$ cat src/rtl/mem_stage.sv
// MEM stage: byte-serial loads/stores over a shared 8-bit RAM port, registered MEM/WB outputs
// and a stall request held for the whole access.
`ifndef AluOpBus
`define AluOpBus 7:0
`endif
`ifndef ALU_LB_OP
`define ALU_LB_OP  8'h01
`define ALU_LH_OP  8'h02
`define ALU_LW_OP  8'h03
`define ALU_LBU_OP 8'h04
`define ALU_LHU_OP 8'h05
`define ALU_SB_OP  8'h06
`define ALU_SH_OP  8'h07
`define ALU_SW_OP  8'h08
`define ALU_ADD_OP 8'h10
`endif

module mem_byte_lane (
  input  logic       clk,
  input  logic       rst,
  input  logic       en,
  input  logic [7:0] d,
  output logic [7:0] q
);
  always_ff @(posedge clk or negedge rst) begin
    if (!rst)    q <= 8'h00;
    else if (en) q <= d;
  end
endmodule

module mem_stage #(
  parameter int          AW         = 17,
  parameter logic [1:0]  STALL_CODE = 2'b10
) (
  input  logic              clk,
  input  logic              rst,
  input  logic [`AluOpBus]  aluop_EXMEM_i,
  input  logic              wreg_EXMEM_i,
  input  logic [4:0]        waddr_EXMEM_i,
  input  logic [31:0]       alurslt_EXMEM_i,
  input  logic [31:0]       SdataBoffset_EXMEM_i,
  input  logic              mem_gnt_i,
  input  logic [7:0]        mem_rdata_i,
  output logic [AW-1:0]     mem_addr_o,
  output logic [7:0]        mem_wdata_o,
  output logic              mem_we_o,
  output logic              mem_re_o,
  output logic              wreg_MEMWB_o,
  output logic [4:0]        waddr_MEMWB_o,
  output logic [31:0]       wdata_MEMWB_o,
  output logic [1:0]        rq_STALLER_o
);
  typedef enum logic [1:0] {IDLE, XFER, WAIT, DONE} state_t;

  state_t          state, state_nx;
  logic [1:0]      cnt, cnt_nx, rd_idx, rd_idx_nx, last;
  logic            rd_pending, rd_pending_nx;
  logic            is_load, is_store, stall;
  logic [3:0][7:0] rbuf;
  logic [31:0]     ld_data;

  // last holds N-1 so the byte counter never needs more than 2 bits
  always_comb begin
    is_load  = 1'b0;
    is_store = 1'b0;
    last     = 2'd0;
    case (aluop_EXMEM_i)
      `ALU_LB_OP, `ALU_LBU_OP: is_load = 1'b1;
      `ALU_LH_OP, `ALU_LHU_OP: begin is_load = 1'b1; last = 2'd1; end
      `ALU_LW_OP:              begin is_load = 1'b1; last = 2'd3; end
      `ALU_SB_OP:              is_store = 1'b1;
      `ALU_SH_OP:              begin is_store = 1'b1; last = 2'd1; end
      `ALU_SW_OP:              begin is_store = 1'b1; last = 2'd3; end
      default: ;
    endcase
  end

  always_ff @(posedge clk or negedge rst) begin
    if (!rst) begin
      state      <= IDLE;
      cnt        <= 2'd0;
      rd_pending <= 1'b0;
      rd_idx     <= 2'd0;
    end else begin
      state      <= state_nx;
      cnt        <= cnt_nx;
      rd_pending <= rd_pending_nx;
      rd_idx     <= rd_idx_nx;
    end
  end

  always_comb begin
    state_nx      = state;
    cnt_nx        = cnt;
    rd_pending_nx = 1'b0;
    rd_idx_nx     = rd_idx;
    stall         = 1'b0;
    mem_we_o      = 1'b0;
    mem_re_o      = 1'b0;
    mem_addr_o    = '0;
    mem_wdata_o   = 8'h00;
    case (state)
      IDLE: if (is_load || is_store) begin
        stall    = 1'b1;
        state_nx = XFER;
        cnt_nx   = 2'd0;
      end
      XFER: begin
        stall      = 1'b1;
        mem_addr_o = alurslt_EXMEM_i[AW-1:0] + {{(AW-2){1'b0}}, cnt};
        if (is_store) begin
          mem_we_o    = 1'b1;
          mem_wdata_o = SdataBoffset_EXMEM_i[{cnt, 3'b000} +: 8];
        end else begin
          mem_re_o    = is_load;
        end
        if (!is_load && !is_store) begin
          state_nx = IDLE;
        end else if (mem_gnt_i) begin
          rd_pending_nx = is_load;
          rd_idx_nx     = cnt;
          if (cnt == last) begin
            state_nx = is_load ? WAIT : DONE;
            cnt_nx   = 2'd0;
          end else begin
            cnt_nx   = cnt + 2'd1;
          end
        end
      end
      WAIT: begin
        stall    = 1'b1;
        state_nx = DONE;
      end
      default: state_nx = IDLE;
    endcase
  end

  // reset must silence the request even though IDLE would stall on a pending memory op
  assign rq_STALLER_o = (stall && rst) ? STALL_CODE : 2'b00;

  for (genvar g = 0; g < 4; g++) begin : g_lane
    mem_byte_lane u_lane (
      .clk (clk),
      .rst (rst),
      .en  (rd_pending && (rd_idx == 2'(g))),
      .d   (mem_rdata_i),
      .q   (rbuf[g])
    );
  end

  always_comb begin
    case (aluop_EXMEM_i)
      `ALU_LB_OP:  ld_data = {{24{rbuf[0][7]}}, rbuf[0]};
      `ALU_LBU_OP: ld_data = {24'h0, rbuf[0]};
      `ALU_LH_OP:  ld_data = {{16{rbuf[1][7]}}, rbuf[1], rbuf[0]};
      `ALU_LHU_OP: ld_data = {16'h0, rbuf[1], rbuf[0]};
      default:     ld_data = rbuf;
    endcase
  end

  always_ff @(posedge clk or negedge rst) begin
    if (!rst) begin
      wreg_MEMWB_o  <= 1'b0;
      waddr_MEMWB_o <= 5'd0;
      wdata_MEMWB_o <= 32'h0;
    end else if (!stall) begin
      wreg_MEMWB_o  <= wreg_EXMEM_i;
      waddr_MEMWB_o <= waddr_EXMEM_i;
      wdata_MEMWB_o <= is_load ? ld_data : alurslt_EXMEM_i;
    end else begin
      wreg_MEMWB_o  <= 1'b0;
      waddr_MEMWB_o <= 5'd0;
      wdata_MEMWB_o <= 32'h0;
    end
  end
endmodule
$ cat config.mk
export PLATFORM = sky130hd
export DESIGN_NAME = mem_stage
export DESIGN_NICKNAME = d
export VERILOG_FILES = /design/src/rtl/mem_stage.sv
export SDC_FILE = /design/constraint.sdc
export NUM_CORES = 1
export LEC_CHECK = 0
export BUFFER_PORTS_ARGS = -buffer_cell sky130_fd_sc_hd__buf_2
export CAP_MARGIN = 0
export CELL_PAD_IN_SITES_DETAIL_PLACEMENT = 0
export CELL_PAD_IN_SITES_GLOBAL_PLACEMENT = 1
export CORE_UTILIZATION = 37
export DETAILED_ROUTE_END_ITERATION = 8
export PLACE_DENSITY_LB_ADDON = 0.1
export SLEW_MARGIN = 30
export SYNTH_ARGS = -nofsm -noshare
export SYNTH_HDL_FRONTEND = slang
export SYNTH_SLANG_ARGS = --single-unit
$ cat constraint.sdc
create_clock -name clk -period 2.5 [get_ports clk]
set_input_delay 0.125 -clock clk [delete_from_list [all_inputs] [get_ports clk]]
set_output_delay 0.125 -clock clk [all_outputs]
set_load 0.01 [all_outputs]
==> impl_results.md <==
- Run status: completed
- Remaining max-slew budget at the tightest pin: 53.1%
- Die width: 107 um
- Sequential share of power: 39.0%
- Via density: 5.07
- Category of the most critical setup path: register to primary output
- Achievable clock frequency: 433 MHz
- Setup clock skew after layout: 0.00975 ns
- Max-cap viol count: 0
- Worst path setup slack after routing: 0.191 ns
- Remaining antenna violation count after routing: 0
- Cell depth of the worst hold path: 2
- Worst reg2reg path endpoint: rd_idx[0]$_DFFE_PN0P_
- Initial core utilization: 37.9%
- Required arrival time at the worst endpoint: 2.38 ns
- DR pass1 iterations: 4
- Gate power share: 35.5%
- Wire length on met2: 5330 um
- Number of port buffers: 154
- Antenna Cells: 0
- Clock slew seen by the registers of the worst setup and hold paths: 0.08 ns
- Clock tree from TritonCTS: built
- Pwr per Cell Area: 767 nW/um2
- Period utilization: 92.4%
- Main flop type after synthesis: sky130_fd_sc_hd__dfrtp_1
- Cells after synthesis: 377
- Total track usage: 19.8%
- Die outline area: 11500 um2
- Worst-path maximum fanout: 4
- Later-pin clock latency in the skew report: 0.34 ns
- Shortest clock period the worst path allows after layout: 2.31 ns
- Per-cell routed wire length: 15.8 um
- FF-to-FF Start: state[1]$_DFFE_PN0P_
- Final weighted congestion in routability-driven placement: 0.789
- Slowest stage cell on the critical path: sky130_fd_sc_hd__dfrtp_1
- Top library cells by usage in the layout, fill and taps aside: 153 x sky130_fd_sc_hd__buf_2, 77 x sky130_fd_sc_hd__dfrtp_1, 37 x sky130_fd_sc_hd__nor2_1
- Total clock sinks: 77
- Design Area, Final: 5370 um2
- First-pass GRT wire length: 17400 um
- Hold Fails Final Rpt: 0
- Warnings, synthesis: 0
- Total met3 wirelength after detailed routing: 462 um
- Post-CTS setup buffer count: 0
- CP Cell Sequence: ha_2 > inv_1 > fa_2 > nor2b_2 > and4_4 > nand4_1 > xor2_1 > nor2_1 > buf_2
- Overall overflow remaining after global route: 0
- Number of cells on the worst reg-to-reg path: 6
- H-tree depth: 3
- Setup slack of the most critical reg-to-reg path: 0.36 ns
- Distinct cells, synth: 50
- Transition time at the pin with the least slew margin: 0.684 ns
- Routed met1 length: 4930 um
- Worst-case vdd ir drop: 0.410 mV
- Kind of end point of the critical path: primary output
- Total standard cell area after synthesis: 4100 um2
- Number of nets in the synthesized netlist: 473
- Placement-stage cell area: 5070 um2
- Layout filler cell count: 1048
- Area added between synthesis and finish: 31.0%
- Largest net degree at the start of global routing: 54
- Setup crit start kind: register
- Commonest non-fill, non-tap cell in the layout: sky130_fd_sc_hd__buf_2
- Number of synthesized flops with an enable pin: 0
- Initial drt markers: 156
- Source of the worst hold timing path: waddr_EXMEM_i[3]
- # nets final: 640
- Share of flip-flops with an asynchronous set or reset after synthesis: 100%
- Number of vias in the routed layout: 3487
- Std-Cell Core Area: 10800 um2
- Post-Place Worst Slack: 0.230 ns
- Cell-internal power: 2.72 mW
- Number of buffers between clock root and the deepest sink: 2
- Endpoint, Worst Hold: waddr_MEMWB_o[3]$_DFF_PN0_
- Clock buffer count from CTS: 9
- Dpl hpwl: 7910 um
- Final Max Tran Viols: 0
- DRT Wirelength: 10800 um
- Register area share after synthesis: 47.1%
- Total DRC errors in the routed layout: 0
- Per-instance average area after synthesis: 10.9 um2
- Via count of the first global-routing pass: 3400
- Flip-flop and latch count after synthesis: 77
- Part of the power in the clock network: 25.4%
- Leakage power summed over all cells: 2.63 nW
- Layout cells sized above 1: 48.0%
- Count of endpoints failing setup in the final report: 0
- Count of boundary I/O pins: 156
- Top routing layer used: met4
- Vertical die dimension: 107 um
- Root buffer selected by CTS: sky130_fd_sc_hd__clkbuf_8
- Switching part of the total: 33.9%
- Hold WC Path Type: primary input to register
- Total negative slack: 0 ns
- Arrival time reported for the critical path endpoint: 2.18 ns
- Switching power of the nets: 1.40 mW
- Max incr delay on CP: 0.37 ns
- Overall power after layout: 4.11 mW
- Initial antenna violation count: 0
- Placement Rows: 38
-- through the flow --
step / util (%) / instances / hold slack [ns]
floorplan: - / 377 / -0.171
detailed placement: 47.0 / 667 / 0.0689
global placement: 47.0 / 667 / 0.0621
global route: 49.7 / 688 / 0.00255
CTS: 49.6 / 688 / 0.00762
finish: 49.7 / 688 / 0.0120
-- cell families after synthesis --
| logic type | Yosys count | share of synthesized area (%) |
|---|---|---|
| AND/OR/NAND/NOR | 144 | 19.2 |
| flip-flops | 77 | 47.1 |
| AO/OA/AOI/OAI | 61 | 10.4 |
| multiplexers | 45 | 14.5 |
| buffers and inverters | 29 | 3.57 |
| XOR/XNOR | 13 | 2.78 |
| adder cells (fa/ha/maj) | 7 | 2.32 |
| other | 1 | 0.0916 |
-- timing repair --
action,in CTS,in global routing
resized for setup,1,6
hold buffers,6,0
cloned,0,0
endpoints found under the setup margin,8,13
hold endpoints to repair,29,0
-- layout make-up --
| type | instances | area, um2 | area share (%) |
|---|---|---|---|
| Sequential cell | 77 | 1930 | 35.9 |
| Timing Repair Buffer | 176 | 953 | 17.8 |
| Clock buffer | 9 | 124 | 2.31 |
| Tap cell | 140 | 175 | 3.26 |
| Multi-Input combinational cell | 271 | 2060 | 38.3 |
| Clock inverter | 6 | 96.3 | 1.80 |
| Inverter | 9 | 33.8 | 0.630 |
-- power by group through the flow --
stage / combinational (mW) / sequential (mW) / clock [mW]
floorplan: 0.749 / 1.72 / 0
global placement: 1.46 / 1.63 / 0
detailed placement: 1.47 / 1.63 / 0
CTS: 1.48 / 1.61 / 1.07
global route: 1.63 / 1.63 / 1.12
finish: 1.46 / 1.61 / 1.05
-- critical path: cells and delay by family, from the launching register on --
| kind | cells | cell delay, ns |
|---|---|---|
| buffers and inverters | 2 | 0.19 |
| and+or+nand+nor | 4 | 0.59 |
| xor gates and xnor gates | 1 | 0.15 |
| DFF | 1 | 0.37 |
| adders and majority gates | 2 | 0.53 |
-- layer usage --
metal | vias up | GRT usage [%]
li1 | 1674 | -
met4 | 0 | 5.09
met2 | 94 | 32.9
met1 | 1709 | 25.9
met3 | 10 | 4.62
met5 | - | 0
-- synth_stat cells, drive strengths merged (9+ instances only) --
cell type | number | share of area [%]
dfrtp | 77 | 47
nor2 | 39 | 3.6
mux2 | 36 | 9.9
a21oi | 35 | 5.2
nand2 | 28 | 2.6
nor3 | 23 | 4.0
and3 | 12 | 1.8
clkbuf | 12 | 1.3
nand3 | 9 | 1.1
xor2 | 9 | 1.9
-- flip-flops by register name (all words and copies together), names as in the netlist --
register	cells
g_lane.u_lane.q	32
wdata_MEMWB_o	32
waddr_MEMWB_o	5
cnt	2
rd_idx	2
state	2
rd_pending	1
wreg_MEMWB_o	1
-- how the worst max path moves through the flow --
stage / to / startpoint / slack [ns] / cells after the start
finish: mem_addr_o[12] / cnt[0]$_DFFE_PN0P_ / 0.19 / 9
global route: mem_addr_o[12] / cnt[0]$_DFFE_PN0P_ / -0.001 / 9
CTS: mem_addr_o[12] / cnt[0]$_DFFE_PN0P_ / 0.05 / 9
detailed placement: wdata_MEMWB_o[20]$_DFF_PN0_ / aluop_EXMEM_i[5] / 0.23 / 7
global placement: state[0]$_DFFE_PN0P_ / aluop_EXMEM_i[5] / 0.22 / 6
floorplan: wdata_MEMWB_o[21]$_DFF_PN0_ / aluop_EXMEM_i[5] / 0.26 / 8
No activity file was read; power rests on OpenSTA's default activity.
